## src/rtl/alu_pkg.sv

```systemverilog
// Shared definitions for the accumulator controller and its ALU:
// ALU opcodes, command codes and the controller FSM encoding.
package alu_pkg;

    localparam int unsigned DATA_W = 4;
    localparam int unsigned OPT_W  = 3;
    localparam int unsigned CMD_W  = 4;

    typedef enum logic [OPT_W-1:0] {
        ALU_ADD = 3'b000,
        ALU_SUB = 3'b001,
        ALU_AND = 3'b010,
        ALU_OR  = 3'b011,
        ALU_NOT = 3'b100,
        ALU_XOR = 3'b101,
        ALU_NEG = 3'b110,
        ALU_SHL = 3'b111
    } alu_op_e;

    // Codes with bit 3 clear; 0011..0111 behave as READ
    localparam logic [CMD_W-1:0] CMD_LOAD  = 4'b0000;
    localparam logic [CMD_W-1:0] CMD_CLEAR = 4'b0001;
    localparam logic [CMD_W-1:0] CMD_READ  = 4'b0010;

    typedef enum logic [1:0] {
        ST_IDLE = 2'd0,
        ST_EXEC = 2'd1,
        ST_RESP = 2'd2
    } state_e;

    typedef struct packed {
        logic [CMD_W-1:0]  op;
        logic [DATA_W-1:0] data;
    } cmd_t;

    function automatic logic is_alu_cmd(input logic [CMD_W-1:0] op);
        return op[CMD_W-1];
    endfunction

endpackage

```

## src/rtl/alu_acc_ctrl_if.sv

```systemverilog
// Command, ALU and response signals of the accumulator controller.
// The controller uses the slave view; its environment uses the master view.
interface alu_acc_ctrl_if
    import alu_pkg::*;
#(
    parameter int unsigned CNT_W = 8
);

    logic                 cmd_valid;
    logic                 cmd_ready;
    logic [CMD_W-1:0]     cmd_op;
    logic [DATA_W-1:0]    cmd_data;
    logic [OPT_W-1:0]     alu_option;
    logic [DATA_W-1:0]    alu_in1;
    logic [DATA_W-1:0]    alu_in2;
    logic [DATA_W-1:0]    alu_out;
    logic                 alu_cout;
    logic                 resp_valid;
    logic                 resp_ready;
    logic [DATA_W-1:0]    resp_acc;
    logic                 resp_carry;
    logic                 resp_zero;
    logic [CNT_W-1:0]     op_count;

    modport slave (
        input  cmd_valid, cmd_op, cmd_data, alu_out, alu_cout, resp_ready,
        output cmd_ready, alu_option, alu_in1, alu_in2,
               resp_valid, resp_acc, resp_carry, resp_zero, op_count
    );

    modport master (
        output cmd_valid, cmd_op, cmd_data, alu_out, alu_cout, resp_ready,
        input  cmd_ready, alu_option, alu_in1, alu_in2,
               resp_valid, resp_acc, resp_carry, resp_zero, op_count
    );

endinterface

```

## src/rtl/alu_acc_ctrl.sv

```systemverilog
// Single-issue accumulator sequencer in front of a combinational 4-bit ALU:
// accept command, let the ALU settle for one cycle, write back, respond.
module alu_acc_ctrl
    import alu_pkg::*;
#(
    parameter int unsigned CNT_W = 8
) (
    input  logic          clk,
    input  logic          rst_n,
    alu_acc_ctrl_if.slave bus
);

    state_e              state_q, state_d;
    cmd_t                cmd_q, cmd_d;
    logic [DATA_W-1:0]   acc_q, acc_d;
    logic                carry_q, carry_d;
    logic [CNT_W-1:0]    cnt_q, cnt_d;

    // State and datapath registers
    always_ff @(posedge clk) begin
        if (!rst_n) begin
            state_q <= ST_IDLE;
            cmd_q   <= '0;
            acc_q   <= '0;
            carry_q <= 1'b0;
            cnt_q   <= '0;
        end else begin
            state_q <= state_d;
            cmd_q   <= cmd_d;
            acc_q   <= acc_d;
            carry_q <= carry_d;
            cnt_q   <= cnt_d;
        end
    end

    // Next state, command latch and writeback
    always_comb begin
        state_d = state_q;
        cmd_d   = cmd_q;
        acc_d   = acc_q;
        carry_d = carry_q;
        cnt_d   = cnt_q;
        unique case (state_q)
            ST_IDLE: begin
                if (bus.cmd_valid) begin
                    cmd_d.op   = bus.cmd_op;
                    cmd_d.data = bus.cmd_data;
                    state_d    = ST_EXEC;
                end
            end
            ST_EXEC: begin
                cnt_d   = cnt_q + CNT_W'(1);
                state_d = ST_RESP;
                if (is_alu_cmd(cmd_q.op)) begin
                    acc_d   = bus.alu_out;
                    carry_d = bus.alu_cout;
                end else begin
                    case (cmd_q.op)
                        CMD_LOAD: begin
                            acc_d   = cmd_q.data;
                            carry_d = 1'b0;
                        end
                        CMD_CLEAR: begin
                            acc_d   = '0;
                            carry_d = 1'b0;
                        end
                        default: begin
                            acc_d   = acc_q;
                            carry_d = carry_q;
                        end
                    endcase
                end
            end
            ST_RESP: begin
                if (bus.resp_ready) begin
                    state_d = ST_IDLE;
                end
            end
            default: state_d = ST_IDLE;
        endcase
    end

    // Ready is gated by reset so no command is taken while reset is held
    assign bus.cmd_ready  = rst_n && (state_q == ST_IDLE);

    assign bus.alu_option = cmd_q.op[OPT_W-1:0];
    assign bus.alu_in1    = acc_q;
    assign bus.alu_in2    = cmd_q.data;

    assign bus.resp_valid = (state_q == ST_RESP);
    assign bus.resp_acc   = acc_q;
    assign bus.resp_carry = carry_q;
    assign bus.resp_zero  = (acc_q == '0);
    assign bus.op_count   = cnt_q;

endmodule

```

## src/flat_wrapper.sv

```systemverilog
// flat-port wrapper written by rule: the top's interface ports become plain ports
module alu_acc_ctrl_flat import alu_pkg::*;
#(
    parameter int unsigned CNT_W = 8
)
  (clk, rst_n, bus_cmd_valid, bus_cmd_op, bus_cmd_data, bus_alu_out, bus_alu_cout, bus_resp_ready, bus_cmd_ready, bus_alu_option, bus_alu_in1, bus_alu_in2, bus_resp_valid, bus_resp_acc, bus_resp_carry, bus_resp_zero, bus_op_count);
  alu_acc_ctrl_if #(.CNT_W(CNT_W)) bus_i ();
  input  logic clk;
  input  logic rst_n;
  input wire logic [$bits(bus_i.cmd_valid)-1:0] bus_cmd_valid;
  input wire logic [$bits(bus_i.cmd_op)-1:0] bus_cmd_op;
  input wire logic [$bits(bus_i.cmd_data)-1:0] bus_cmd_data;
  input wire logic [$bits(bus_i.alu_out)-1:0] bus_alu_out;
  input wire logic [$bits(bus_i.alu_cout)-1:0] bus_alu_cout;
  input wire logic [$bits(bus_i.resp_ready)-1:0] bus_resp_ready;
  output wire logic [$bits(bus_i.cmd_ready)-1:0] bus_cmd_ready;
  output wire logic [$bits(bus_i.alu_option)-1:0] bus_alu_option;
  output wire logic [$bits(bus_i.alu_in1)-1:0] bus_alu_in1;
  output wire logic [$bits(bus_i.alu_in2)-1:0] bus_alu_in2;
  output wire logic [$bits(bus_i.resp_valid)-1:0] bus_resp_valid;
  output wire logic [$bits(bus_i.resp_acc)-1:0] bus_resp_acc;
  output wire logic [$bits(bus_i.resp_carry)-1:0] bus_resp_carry;
  output wire logic [$bits(bus_i.resp_zero)-1:0] bus_resp_zero;
  output wire logic [$bits(bus_i.op_count)-1:0] bus_op_count;
  assign bus_i.cmd_valid = bus_cmd_valid;
  assign bus_i.cmd_op = bus_cmd_op;
  assign bus_i.cmd_data = bus_cmd_data;
  assign bus_i.alu_out = bus_alu_out;
  assign bus_i.alu_cout = bus_alu_cout;
  assign bus_i.resp_ready = bus_resp_ready;
  assign bus_cmd_ready = bus_i.cmd_ready;
  assign bus_alu_option = bus_i.alu_option;
  assign bus_alu_in1 = bus_i.alu_in1;
  assign bus_alu_in2 = bus_i.alu_in2;
  assign bus_resp_valid = bus_i.resp_valid;
  assign bus_resp_acc = bus_i.resp_acc;
  assign bus_resp_carry = bus_i.resp_carry;
  assign bus_resp_zero = bus_i.resp_zero;
  assign bus_op_count = bus_i.op_count;
  alu_acc_ctrl #(.CNT_W(CNT_W)) u_core (.clk(clk), .rst_n(rst_n), .bus(bus_i));
endmodule
```

## config.mk

```make
export PLATFORM = sky130hd
export DESIGN_NAME = alu_acc_ctrl_flat
export DESIGN_NICKNAME = d
export VERILOG_FILES = /design/src/rtl/alu_pkg.sv /design/src/rtl/alu_acc_ctrl_if.sv /design/src/rtl/alu_acc_ctrl.sv /design/src/flat_wrapper.sv
export SDC_FILE = /design/constraint.sdc
export NUM_CORES = 1
export LEC_CHECK = 0
export CAP_MARGIN = 10
export CORE_MARGIN = 3
export CORE_UTILIZATION = 41
export CTS_CLUSTER_DIAMETER = 50
export DETAILED_ROUTE_END_ITERATION = 12
export PLACE_DENSITY_LB_ADDON = 0.1
export RECOVER_POWER = 25
export SKIP_CTS_REPAIR_TIMING = 1
export SLEW_MARGIN = 20
export SYNTH_ARGS = -nofsm -noshare
export SYNTH_HDL_FRONTEND = slang
export SYNTH_SLANG_ARGS = --single-unit
```

## constraint.sdc

```tcl
create_clock -name clk -period 1.5 [get_ports clk]
set_clock_uncertainty 0.2 [all_clocks]
set_input_delay 0.15 -clock clk [delete_from_list [all_inputs] [get_ports clk]]
set_output_delay 0.15 -clock clk [all_outputs]
set_load 0.02 [all_outputs]
```

==> results_dict.tcl <==
set metrics [dict create \
    status "complete, no violations" \
    max_stage_delay_ps 530 \
    num_io_pins 44 \
    drv_cap 0 \
    worst_pin_slew_ps 269 \
    ant_nets 0 \
    die_area_um2 3210 \
    crit_path_end_kind "flop" \
    p_clk_frac 0.234 \
    setup_viol 0 \
    ir_drop_mv 0.802 \
    first_pass_iters 4 \
    cts_root_buf "clkbuf_4" \
    drt_iter0_markers 21 \
    syn2layout_area_growth_pct 58.3 \
    ys_warn_count 0 \
    syn_nets 137 \
    net-switching-power_uw 335 \
    finalNetCount 184 \
    antenna_cells 0 \
    finalCritPeriodShare 0.985 \
    fillers 200 \
    dpl.hpwl_um 2000 \
    multi_input_area_um2 523 \
    pwr-share-seq 0.542 \
    area.sequential_um2 469 \
    r2r_slack_ps 20 \
    synthFlopType "dfxtp_1" \
    cts_sinks 23 \
    vias 1017 \
    crit_chain "buf_4, nand2b_1, or4_4, a21oi_2" \
    arrival_ps 1540 \
    combPwrFrac 0.225 \
    p_int_uw 887 \
    insertion_delay_ps 310 \
    rows 17 \
    hold_violations 0 \
    cp-start-kind "flop" \
    antenna_found_initial 0 \
    start_util 0.454 \
    avgSynthCellArea_um2 8.85 \
    grt_overflow_total 0 \
    path_delay_family "simple AND/OR/NAND/NOR gates" \
    synthArstFlopShare 0 \
    h-tree-depth 1 \
    path_clk_slew_ps 120 \
    viasPerCell 5.27 \
    core_um2 2320 \
    p_per_area_nw_per_um2 733 \
    seq_area_frac_synth 0.437 \
    synth_edf_count 0 \
    cpMaxStageDelayCell "or4_4" \
    yosys.cell_types.count 30 \
    rsz0062_at_grt "true" \
    whs_ps 213 \
    path_buf_inv 1 \
    route.detailed.drc 0 \
    cts_buffers 3 \
    hold_class "primary input to flop" \
    final_common_cell "dlymetal6s2s_1" \
    switching_share 0.274 \
    timing.fmax_mhz 677 \
    final_cell_mix "25 x dlymetal6s2s_1, 18 x dfxtp_1, 16 x clkdlybuf4s50_1, 14 x buf_4, 12 x nor2_1" \
    grt_pass1_wl_um 4400 \
    utilization 0.719 \
    routed_wl_um 2810 \
    maxSlewViolCount 0 \
    critPathKind "flop to flop" \
    fp.dieH_um 56.7 \
    path_max_fanout 4 \
    cts_tree "yes" \
    wl_per_cell_um 14.6 \
    synth.ff_latch_count 23 \
    netlist_area_um2 1050 \
    grt_pass1_vias 1003 \
    grt.total_usage 0.171 \
    gp_congestion 0.773 \
    final.setup.tns_ps 0 \
    grt_max_degree 22 \
    p_leak_nw 1.04 \
    cts.path.max_buffers 2 \
    die_w_um 56.7 \
    slew_headroom 0.819 \
    fin_ws_ps 23.1 \
    place_ws_ps -340 \
    crit_required_ps 1560 \
    finalCriticalPeriod_ps 1480 \
    synthCells 119 \
    drive_above_1_share 0.212 \
    io_buffer_count 43 \
]
[path summary, 6_finish.rpt]
| path | startpoint | depth (start not counted) | end |
|---|---|---|---|
| worst max-delay path | u_core.state_q[0] | 4 | u_core.bus.op_count[5] |
| worst min-delay path | bus_alu_cout | 3 | u_core.bus.resp_carry |
| worst max register to register | u_core.state_q[0] | 4 | u_core.bus.op_count[5] |
| worst min register to register | u_core.bus.resp_carry | 2 | u_core.bus.resp_carry |
[kinds of logic (layout without fill, tap and decap cells)]
group | Yosys count | in the layout | synth area share
xor gates and xnor gates | 2 | 2 | 0.0166
DFF | 23 | 23 | 0.437
adders and majority gates | 1 | 1 | 0.0119
and+or+nand+nor | 45 | 45 | 0.227
AOI/OAI and AO/OA | 21 | 21 | 0.114
buffers and inverters | 18 | 64 | 0.108
muxes | 9 | 9 | 0.0855
[cell usage after synthesis (all sizes together) (2+ instances only)]
master / number / share of area
a21oi: 7 / 0.033
nand2: 4 / 0.014
or4: 2 / 0.014
nor2: 12 / 0.043
mux2i: 9 / 0.086
a31oi: 4 / 0.024
nand4: 3 / 0.018
nand3: 10 / 0.048
o31ai: 2 / 0.014
clkbuf: 2 / 0.0071
dfxtp: 23 / 0.44
nand2b: 3 / 0.018
or3: 2 / 0.012
o21ai: 7 / 0.033
buf: 15 / 0.097
[sequential cells by signal, summed over array words and instances, names as in the netlist]
name                   cells
u_core.bus.alu_in1         4
u_core.bus.alu_in2         4
u_core.state_q             2
u_core.bus.resp_carry      1
u_core.bus.alu_option      3
u_core.cmd_q               1
u_core.bus.op_count        8
[layer usage]
metal	GRT usage	part of all wire	vias up
met5	0	0	-
met4	0.0203	0.0032	0
met3	0.0506	0.069	2
met2	0.314	0.52	32
met1	0.199	0.40	476
li1	-	-	507
[power by group through the flow]
stage               clock (mW)  sequential [mW]  combinational, mW
CTS                      0.293            0.659              0.274
detailed placement           0            0.672              0.272
finish                   0.286            0.662              0.274
global route             0.324            0.667              0.297
floorplan                    0            0.677              0.139
global placement             0            0.671              0.268
[through the flow]
step / cell area, um2 / std cells / power, mW
2_1_floorplan: 1060 / 119 / 0.816
3_3_place_gp: 1530 / 189 / 0.940
3_5_place_dp: 1530 / 189 / 0.945
4_1_cts: 1560 / 193 / 1.23
5_1_grt: 1670 / 193 / 1.29
6_report: 1670 / 193 / 1.22
[worst min-delay path: stages]
cell             delay (ps)
clkdlybuf4s50_1         410
nand3_1                  80
a21oi_1                  50
[cell type report]
class | instances | area share
Timing Repair Buffer | 59 | 0.366
Clock buffer | 4 | 0.0158
Sequential cell | 23 | 0.281
Inverter | 1 | 0.00225
Multi-Input combinational cell | 78 | 0.314
Tap cell | 28 | 0.0210
No activity file was read; power rests on OpenSTA's default activity.
